## config.mk

```make
export PLATFORM = sky130hd
export DESIGN_NAME = mem_port_arb
export DESIGN_NICKNAME = d
export VERILOG_FILES = /design/src/rtl/mem_port_arb_pkg.sv /design/src/rtl/mem_port_arb.sv
export SDC_FILE = /design/constraint.sdc
export NUM_CORES = 1
export LEC_CHECK = 0
export CORE_AREA = 2 2 136 138
export CTS_BUF_LIST = sky130_fd_sc_hd__clkbuf_4 sky130_fd_sc_hd__clkbuf_8
export DETAILED_ROUTE_END_ITERATION = 6
export DIE_AREA = 0 0 138 140
export PLACE_DENSITY = 0.74
export SLEW_MARGIN = 5
export SYNTH_ARGS = -nofsm -noshare
export SYNTH_HDL_FRONTEND = slang
export SYNTH_SLANG_ARGS = --single-unit
```

## constraint.sdc

```tcl
create_clock -name iw_clk -period 6.75 [get_ports iw_clk]
set_input_delay 2.025 -clock iw_clk [delete_from_list [all_inputs] [get_ports iw_clk]]
set_output_delay 2.025 -clock iw_clk [all_outputs]
set_load 0.01 [all_outputs]
```

## src/rtl/mem_port_arb_pkg.sv

```systemverilog
// Shared definitions for mem_port_arb: FSM state encoding, address/data width,
// default starvation limit and the load-alignment helper.
package mem_port_arb_pkg;

   localparam int SIZE_ADDR        = 48;
   localparam int STARVE_LIMIT_DEF = 8;

   localparam logic [1:0] ST_IDLE = 2'd0;
   localparam logic [1:0] ST_PEND = 2'd1;
   localparam logic [1:0] ST_ADDR = 2'd2;
   localparam logic [1:0] ST_DATA = 2'd3;

   // 24-bit loads return the low half of the word, zero-extended.
   function automatic logic [SIZE_ADDR-1:0] load_align(input logic [SIZE_ADDR-1:0] word,
                                                       input logic                 is48);
      return is48 ? word : {24'd0, word[23:0]};
   endfunction

endpackage

```

## src/rtl/mem_port_arb.sv

```systemverilog
// Two-port memory arbiter: slots an external request into the MA stage's port schedule.
// Optional starvation relief (forced MA bubble after STARVE_LIMIT waits) under `MEM_ARB_STARVE_EN.
module mem_port_arb
   import mem_port_arb_pkg::*;
#(
   parameter int STARVE_LIMIT = STARVE_LIMIT_DEF
) (
   input  logic                 iw_clk,
   input  logic                 iw_rst,
   output logic                 ow_mem_mp,
   input  logic                 iw_ma_mem_use,
   output logic                 ow_stall_ma,
   input  logic                 iw_ext_valid,
   output logic                 ow_ext_ready,
   input  logic                 iw_ext_we,
   input  logic                 iw_ext_is48,
   input  logic [SIZE_ADDR-1:0] iw_ext_addr,
   input  logic [SIZE_ADDR-1:0] iw_ext_wdata,
   output logic                 ow_ext_rvalid,
   output logic [SIZE_ADDR-1:0] ow_ext_rdata,
   output logic                 ow_xa_en,
   output logic                 ow_xa_port,
   output logic [SIZE_ADDR-1:0] ow_xa_addr,
   output logic                 ow_xd_en,
   output logic                 ow_xd_we,
   output logic                 ow_xd_is48,
   output logic [SIZE_ADDR-1:0] ow_xd_wdata,
   input  logic [SIZE_ADDR-1:0] iw_mem_rdata0,
   input  logic [SIZE_ADDR-1:0] iw_mem_rdata1,
   output logic [1:0]           ow_dbg_state
);

   logic [1:0]           state;
   logic                 mp;
   logic                 port_q;
   logic                 we_q;
   logic                 is48_q;
   logic [SIZE_ADDR-1:0] addr_q;
   logic [SIZE_ADDR-1:0] wdata_q;
   logic                 rvalid_q;
   logic [SIZE_ADDR-1:0] rdata_q;
   logic                 slot_free;
   logic [SIZE_ADDR-1:0] rdata_sel;

`ifdef MEM_ARB_STARVE_EN
   localparam logic [7:0] LIMIT = 8'(STARVE_LIMIT);
   logic [7:0] wait_cnt;

   assign ow_stall_ma = (state == ST_PEND) && (wait_cnt == LIMIT);

   always_ff @(posedge iw_clk or posedge iw_rst) begin
      if (iw_rst) begin
         wait_cnt <= '0;
      end else if (state == ST_IDLE && iw_ext_valid) begin
         wait_cnt <= '0;
      end else if (state == ST_PEND && !slot_free && wait_cnt != LIMIT) begin
         wait_cnt <= wait_cnt + 8'd1;
      end
   end
`else
   // Relief compiled out; the parameter stays referenced so both builds share one interface.
   assign ow_stall_ma = (STARVE_LIMIT > 255) & 1'b0;
`endif

   // Ext handshake: a request transfers on a cycle where iw_ext_valid && ow_ext_ready;
   // ready is high only in IDLE, and the payload must hold steady while valid waits.
   assign ow_ext_ready = (state == ST_IDLE);
   assign slot_free    = !iw_ma_mem_use || ow_stall_ma;
   assign rdata_sel    = port_q ? iw_mem_rdata1 : iw_mem_rdata0;

   assign ow_mem_mp     = mp;
   assign ow_ext_rvalid = rvalid_q;
   assign ow_ext_rdata  = rdata_q;
   assign ow_xa_en      = (state == ST_ADDR);
   assign ow_xa_port    = port_q;
   assign ow_xa_addr    = addr_q;
   assign ow_xd_en      = (state == ST_DATA);
   assign ow_xd_we      = we_q;
   assign ow_xd_is48    = is48_q;
   assign ow_xd_wdata   = wdata_q;
   assign ow_dbg_state  = state;

   // port_q takes mp from the last PEND cycle: two toggles later DATA sees mp == port_q,
   // and in ADDR (one toggle later) the MA-side port !mp equals port_q as well.
   always_ff @(posedge iw_clk or posedge iw_rst) begin
      if (iw_rst) begin
         state    <= ST_IDLE;
         mp       <= 1'b0;
         port_q   <= 1'b0;
         we_q     <= 1'b0;
         is48_q   <= 1'b0;
         addr_q   <= '0;
         wdata_q  <= '0;
         rvalid_q <= 1'b0;
         rdata_q  <= '0;
      end else begin
         mp       <= ~mp;
         rvalid_q <= 1'b0;
         case (state)
            ST_IDLE: begin
               if (iw_ext_valid) begin
                  we_q    <= iw_ext_we;
                  is48_q  <= iw_ext_is48;
                  addr_q  <= iw_ext_addr;
                  wdata_q <= iw_ext_wdata;
                  state   <= ST_PEND;
               end
            end
            ST_PEND: begin
               if (slot_free) begin
                  port_q <= mp;
                  state  <= ST_ADDR;
               end
            end
            ST_ADDR: begin
               state <= ST_DATA;
            end
            default: begin
               if (!we_q) begin
                  rvalid_q <= 1'b1;
                  rdata_q  <= load_align(rdata_sel, is48_q);
               end
               state <= ST_IDLE;
            end
         endcase
      end
   end

endmodule
```

Word-level counts from Yosys, hierarchy flattened
Cells that the tools add are included.
W data, S select, Z words.
{"block": "word_totals", "register_bits": 151, "input_bits": 198, "out_inout_bits": 155}
{"block": "op_classes", "n_reduce_logical": 6, "muxes": 7, "n_eq_ne": 5, "n_bitwise": 4}
{"cell": "$mux W48", "n": 2}
{"cell": "$reduce_and A2 Y1", "n": 4}
{"cell": "$pmux W2 S3", "n": 1}
{"cell": "$eq A2 B2 Y1 const B", "n": 2}
{"cell": "$mux W2", "n": 2}
{"cell": "$ne A2 B2 Y1 const B", "n": 2}
{"cell": "$not A1 Y1", "n": 4}
{"cell": "$reduce_or A3 Y1", "n": 1}
{"cell": "$eq A2 B1 Y1 const B", "n": 1}
{"cell": "$logic_not A2 Y1", "n": 1}
{"cell": "$mux W1", "n": 2}

Longest topological paths before layout
{"block": "logic_depth", "ltp_word": 4, "depth_mapped": 7, "depth_no_buf": 5}

Least setup slack after synthesis
OpenSTA, ideal clock, no wires.
{"block": "synth_path", "kind": "input port to flip-flop", "startpoint": "input port iw_ext_valid", "endpoint": "register wdata_q[10], in the netlist ow_xd_wdata[10]", "path_buffers": 2, "t_arrival_ns": 2.730, "slack_ns": 3.895, "stages": 4, "cell_sequence": "nand2_2 buf_6 buf_6 mux2_4"}
{"block": "synth_between", "elab_chain_cells": 1}
{"item": "start, declared", "line_no": "mem_port_arb.sv:13", "source": "input logic iw_ext_valid,"}
{"item": "$reduce_and A2 Y1 (no line)"}
{"item": "end signal, assigned", "line_no": "mem_port_arb.sv:105", "source": "wdata_q <= iw_ext_wdata;"}
{"item": "end, declared", "line_no": "mem_port_arb.sv:39", "source": "logic [SIZE_ADDR-1:0] wdata_q;"}
Every way passes these cells.
A chain may end at the register's enable or synchronous reset.

Worst setup path after layout
{"block": "layout_path", "startpoint": "input port iw_ext_valid", "endpoint": "register wdata_q[43], in the netlist ow_xd_wdata[43]"}
Same word-level chain as after synthesis.

==> metrics list <==
- Number of fillers in the final layout: about 1400
- H-tree level count: 4
- After technology mapping, the gate count stands at ~440.
- Number of I/O port buffers: approximately 350
- Leading cell types by total area after synthesis: dfrtp_1 (61%), mux2_2 (14%), mux2i_1 (7.9%)
- Each instance of the synthesized netlist takes up on average around 14 um2.
- Of the synthesized area, sequential elements account for 0.610.
* Worst max-slew margin expressed relative to the limit: 0.470
* Worst Clk Skew: 0.00971 ns
* Post-synthesis to final-layout area growth: 66.9%
- In the routed layout, each cell is associated on average with a via count of ~4.6.
- Routed length on met2: slightly above 9 mm
- Post-synth EDFFs: 0
- Hold worst-path end: ow_mem_mp$_DFF_PP0_
- Effective utilization at floorplan: 0.348
- Minimum setup slack among reg-to-reg paths: ~4.1 ns
- The first global-routing pass estimated around 28 mm of wire.
- During I/O placement, the number of pins put on the boundary was ~350.
- Max_cap viols: 0
* Number of warning messages in the yosys log: 0
- The number of cells on the worst reg-to-reg path is 5.
* DIE WIDTH: around 140 um
- For this block, wires on met1 add up to between 6 and 7 mm.
- VDD sags by at most slightly above 300 uV.
- Total congestion overflow after global routing: 0
- For the pin with the worst max-slew slack, the measured transition is 0.796 ns.
- Sorting the synthesized cells by how often they occur yields dfrtp_1 (151), mux2_2 (79), mux2i_1 (49), o21ai_0 (49), nand2_1 (48).
- The routed layout has about 4800 vias.
* Number of nets in the layout: ~990
* Final core occ: 0.582
- At the end of routability-driven placement, the weighted congestion stood at 0.867.
- Buffers inserted during clock tree synthesis total 17.
- Area leader, netlist: dfrtp_1
- Excluding fillers, the count of instances in the completed layout stands at slightly above 1000.
* TritonCTS Sinks: approximately 150
* Pwr/cell area: approximately 440 nW/um2
- Final Max Slew Viols: 0
- Worst R2R Start: ow_dbg_state[0]$_DFFE_PP0P_
* Maximum number of pins on one net before global-route repair: 74
* PostCTS Resize Cnt: 0
- Fraction of synthesized cell area taken by the top area cell type: 0.610
- Dividing the final minimum period by the clock period gives 0.575.
* Worst Setup Start Kind: input pin
- The worst register-to-register path ends at ow_xd_wdata[43]$_DFFE_PP0P_.
- Yosys mapped the design onto 19 distinct sky130hd cell types.
* Class of the most critical hold timing path: flop to flop
- Clock latency of the later-clocked register in the worst-skew pair: roughly 0.44 ns
* Cell with the most instances after synthesis: dfrtp_1
* Data arrival, critical path: 4.21 ns
- Number of diodes added for antenna fixing: 0
- Measured along the y axis, the die boundary spans 140 um.
- Overall power: between 4 and 5 mW
- Number of nets in the synthesized netlist: approximately 650
* Number of buffers added to fix hold violations after cts: 0
- Counting flops and latches in the post-synthesis netlist gives 151.
* Number of antenna violations at the first check in global routing: 0
- In this run the most critical hold path is launched from ow_mem_mp$_DFF_PP0_.
- Setup repair after global routing missed its margin: false
- In the routed design, unresolved DRC markers number 0.
- Fmax: between 200 and 300 MHz
- Cell total after placement: approximately 1000
* Detailed-routing iteration count for the pre-antenna-repair pass: 4
- Of all nets on the critical path, the largest fanout is 50.
* Status: complete, no violations
- For this run, the total global-route usage over all layers was measured as 0.183.
- Antenna Violating Nets Remaining: 0
- Initial detailed-routing violation count: 170
- Counting I/O delays and the setup requirement, the final critical path takes 3.88 ns.
- The die covers around 19000 um2.
- In the final timing run, aggregate negative setup slack is 0 ns.
- The number of hold violations in the final report came to 0.
- Smallest hold slack: approximately 0.45 ns
- Buffers added to address setup during post-CTS repair amount to 0.
* Final Setup Violations: 0
* Top FF cell, synth: dfrtp_1
- CTS tree: yes
- Clock-pin slew on the worst setup and hold paths: ~0.08 ns
- Cell area after synthesis: 6200 um2
- Critical Path Sink Type: flop
- Site Rows: roughly 50
- WL final: between 15 and 20 mm
- Clock tree synthesis selected as its root buffer the cell clkbuf_8.
- Of the cells placed in the final design, the portion with a size suffix greater than 1 is 0.176.
* Crit Path Category: input pin to flop
- Final HPWL DP: roughly 13 mm
* Wire length per cell: ~17 um
- After synthesis, the share of flip-flops with an asynchronous set or reset is 1.00.
- STA puts the critical path data required time at about 7 ns.
* Number of global-route vias before repair: approximately 5200
* Core ar.: approximately 18000 um2
* Number of buffers between clock root and the deepest sink: 2
* Highest routed layer: met4
* Wire length on met3: ~1.4 mm
- Reported leakage power: 4.47 nW
* Worst hold path depth: 1
==> cell families after synthesis <==
| kind of cell | after synthesis | synth area share |
|---|---|---|
| AOI/OAI and AO/OA | 51 | 0.0420 |
| buffers and inverters | 34 | 0.0335 |
| DFF | 151 | 0.610 |
| other | 1 | 0.000605 |
| muxes | 148 | 0.271 |
| adders and majority gates | 5 | 0.0101 |
| and+or+nand+nor | 52 | 0.0327 |
==> routing by layer <==
metal / vias to the layer above / track usage
li1: 2217 / -
met1: 2265 / 0.198
met2: 238 / 0.325
met3: 46 / 0.0605
met4: 0 / 0.0875
met5: - / 0
==> worst max path at each step <==
stage	from	to	slack, ns	depth (start not counted)
3_3_place_gp	iw_ext_valid	ow_xa_addr[41]$_DFFE_PP0P_	2.47	4
4_1_cts	iw_ext_valid	ow_xd_wdata[43]$_DFFE_PP0P_	2.89	4
3_5_place_dp	iw_ext_valid	ow_xd_wdata[43]$_DFFE_PP0P_	2.40	4
6_report	iw_ext_valid	ow_xd_wdata[43]$_DFFE_PP0P_	2.87	4
5_1_grt	iw_ext_valid	ow_xd_wdata[43]$_DFFE_PP0P_	2.78	4
2_1_floorplan	iw_rst	ow_dbg_state[0]$_DFFE_PP0P_	0.66	1
==> layout by cell type (no fill, tap or decap) <==
cell type	instances
clkdlybuf4s50_1	351
dfrtp_1	150
mux2_2	79
mux2i_1	49
o21ai_0	49
nand2_1	48
mux2_4	20
clkbuf_8	18
inv_1	5
inv_6	5
ha_1	5
bufinv_16	5
buf_4	4
clkinvlp_4	2
clkinv_4	2
nand2_4	1
nand2b_2	1
inv_2	1
nand2_2	1
o31ai_1	1
a22oi_1	1
nor2_1	1
conb_1	1
buf_12	1
dfrtp_2	1
==> registers in the layout (all words and copies together), names as in the netlist <==
signal and flops:
ow_ext_rvalid 1, ow_xd_we 1, ow_xd_wdata 48, ow_mem_mp 1, ow_xa_port 1, ow_xd_is48 1
ow_ext_rdata 48, ow_xa_addr 48, ow_dbg_state 2
==> power breakdown <==
group	switching [mW]	total [mW]	internal [mW]	leakage [nW]
clock network	0.348	0.801	0.454	0.227
registers	0.230	1.57	1.34	1.83
logic	0.875	2.19	1.32	2.41
total	1.45	4.56	3.11	4.47
==> area by class of cell <==
| class | instances | area (um2) | area share |
|---|---|---|---|
| clock inverters | 13 | 218 | 0.0210 |
| inverters | 7 | 31.3 | 0.00302 |
| flip-flops and latches | 151 | 3780 | 0.365 |
| repair buffers | 356 | 3560 | 0.345 |
| multi-input cells | 257 | 2220 | 0.214 |
| clock buffers | 18 | 248 | 0.0240 |
| well taps | 229 | 287 | 0.0277 |
==> per-stage QoR <==
step,cell area (um2),worst slack [ns]
6_report,10300,2.87
2_1_floorplan,6200,0.660
3_5_place_dp,9860,2.40
4_1_cts,10300,2.89
5_1_grt,10300,2.78
3_3_place_gp,9860,2.47
==> critical path, stage by stage <==
cell             delay, ns
clkdlybuf4s50_1       0.48
nand2_4               0.59
buf_4                 0.63
mux2_2                0.41
Power figures use the tool's default switching activity.
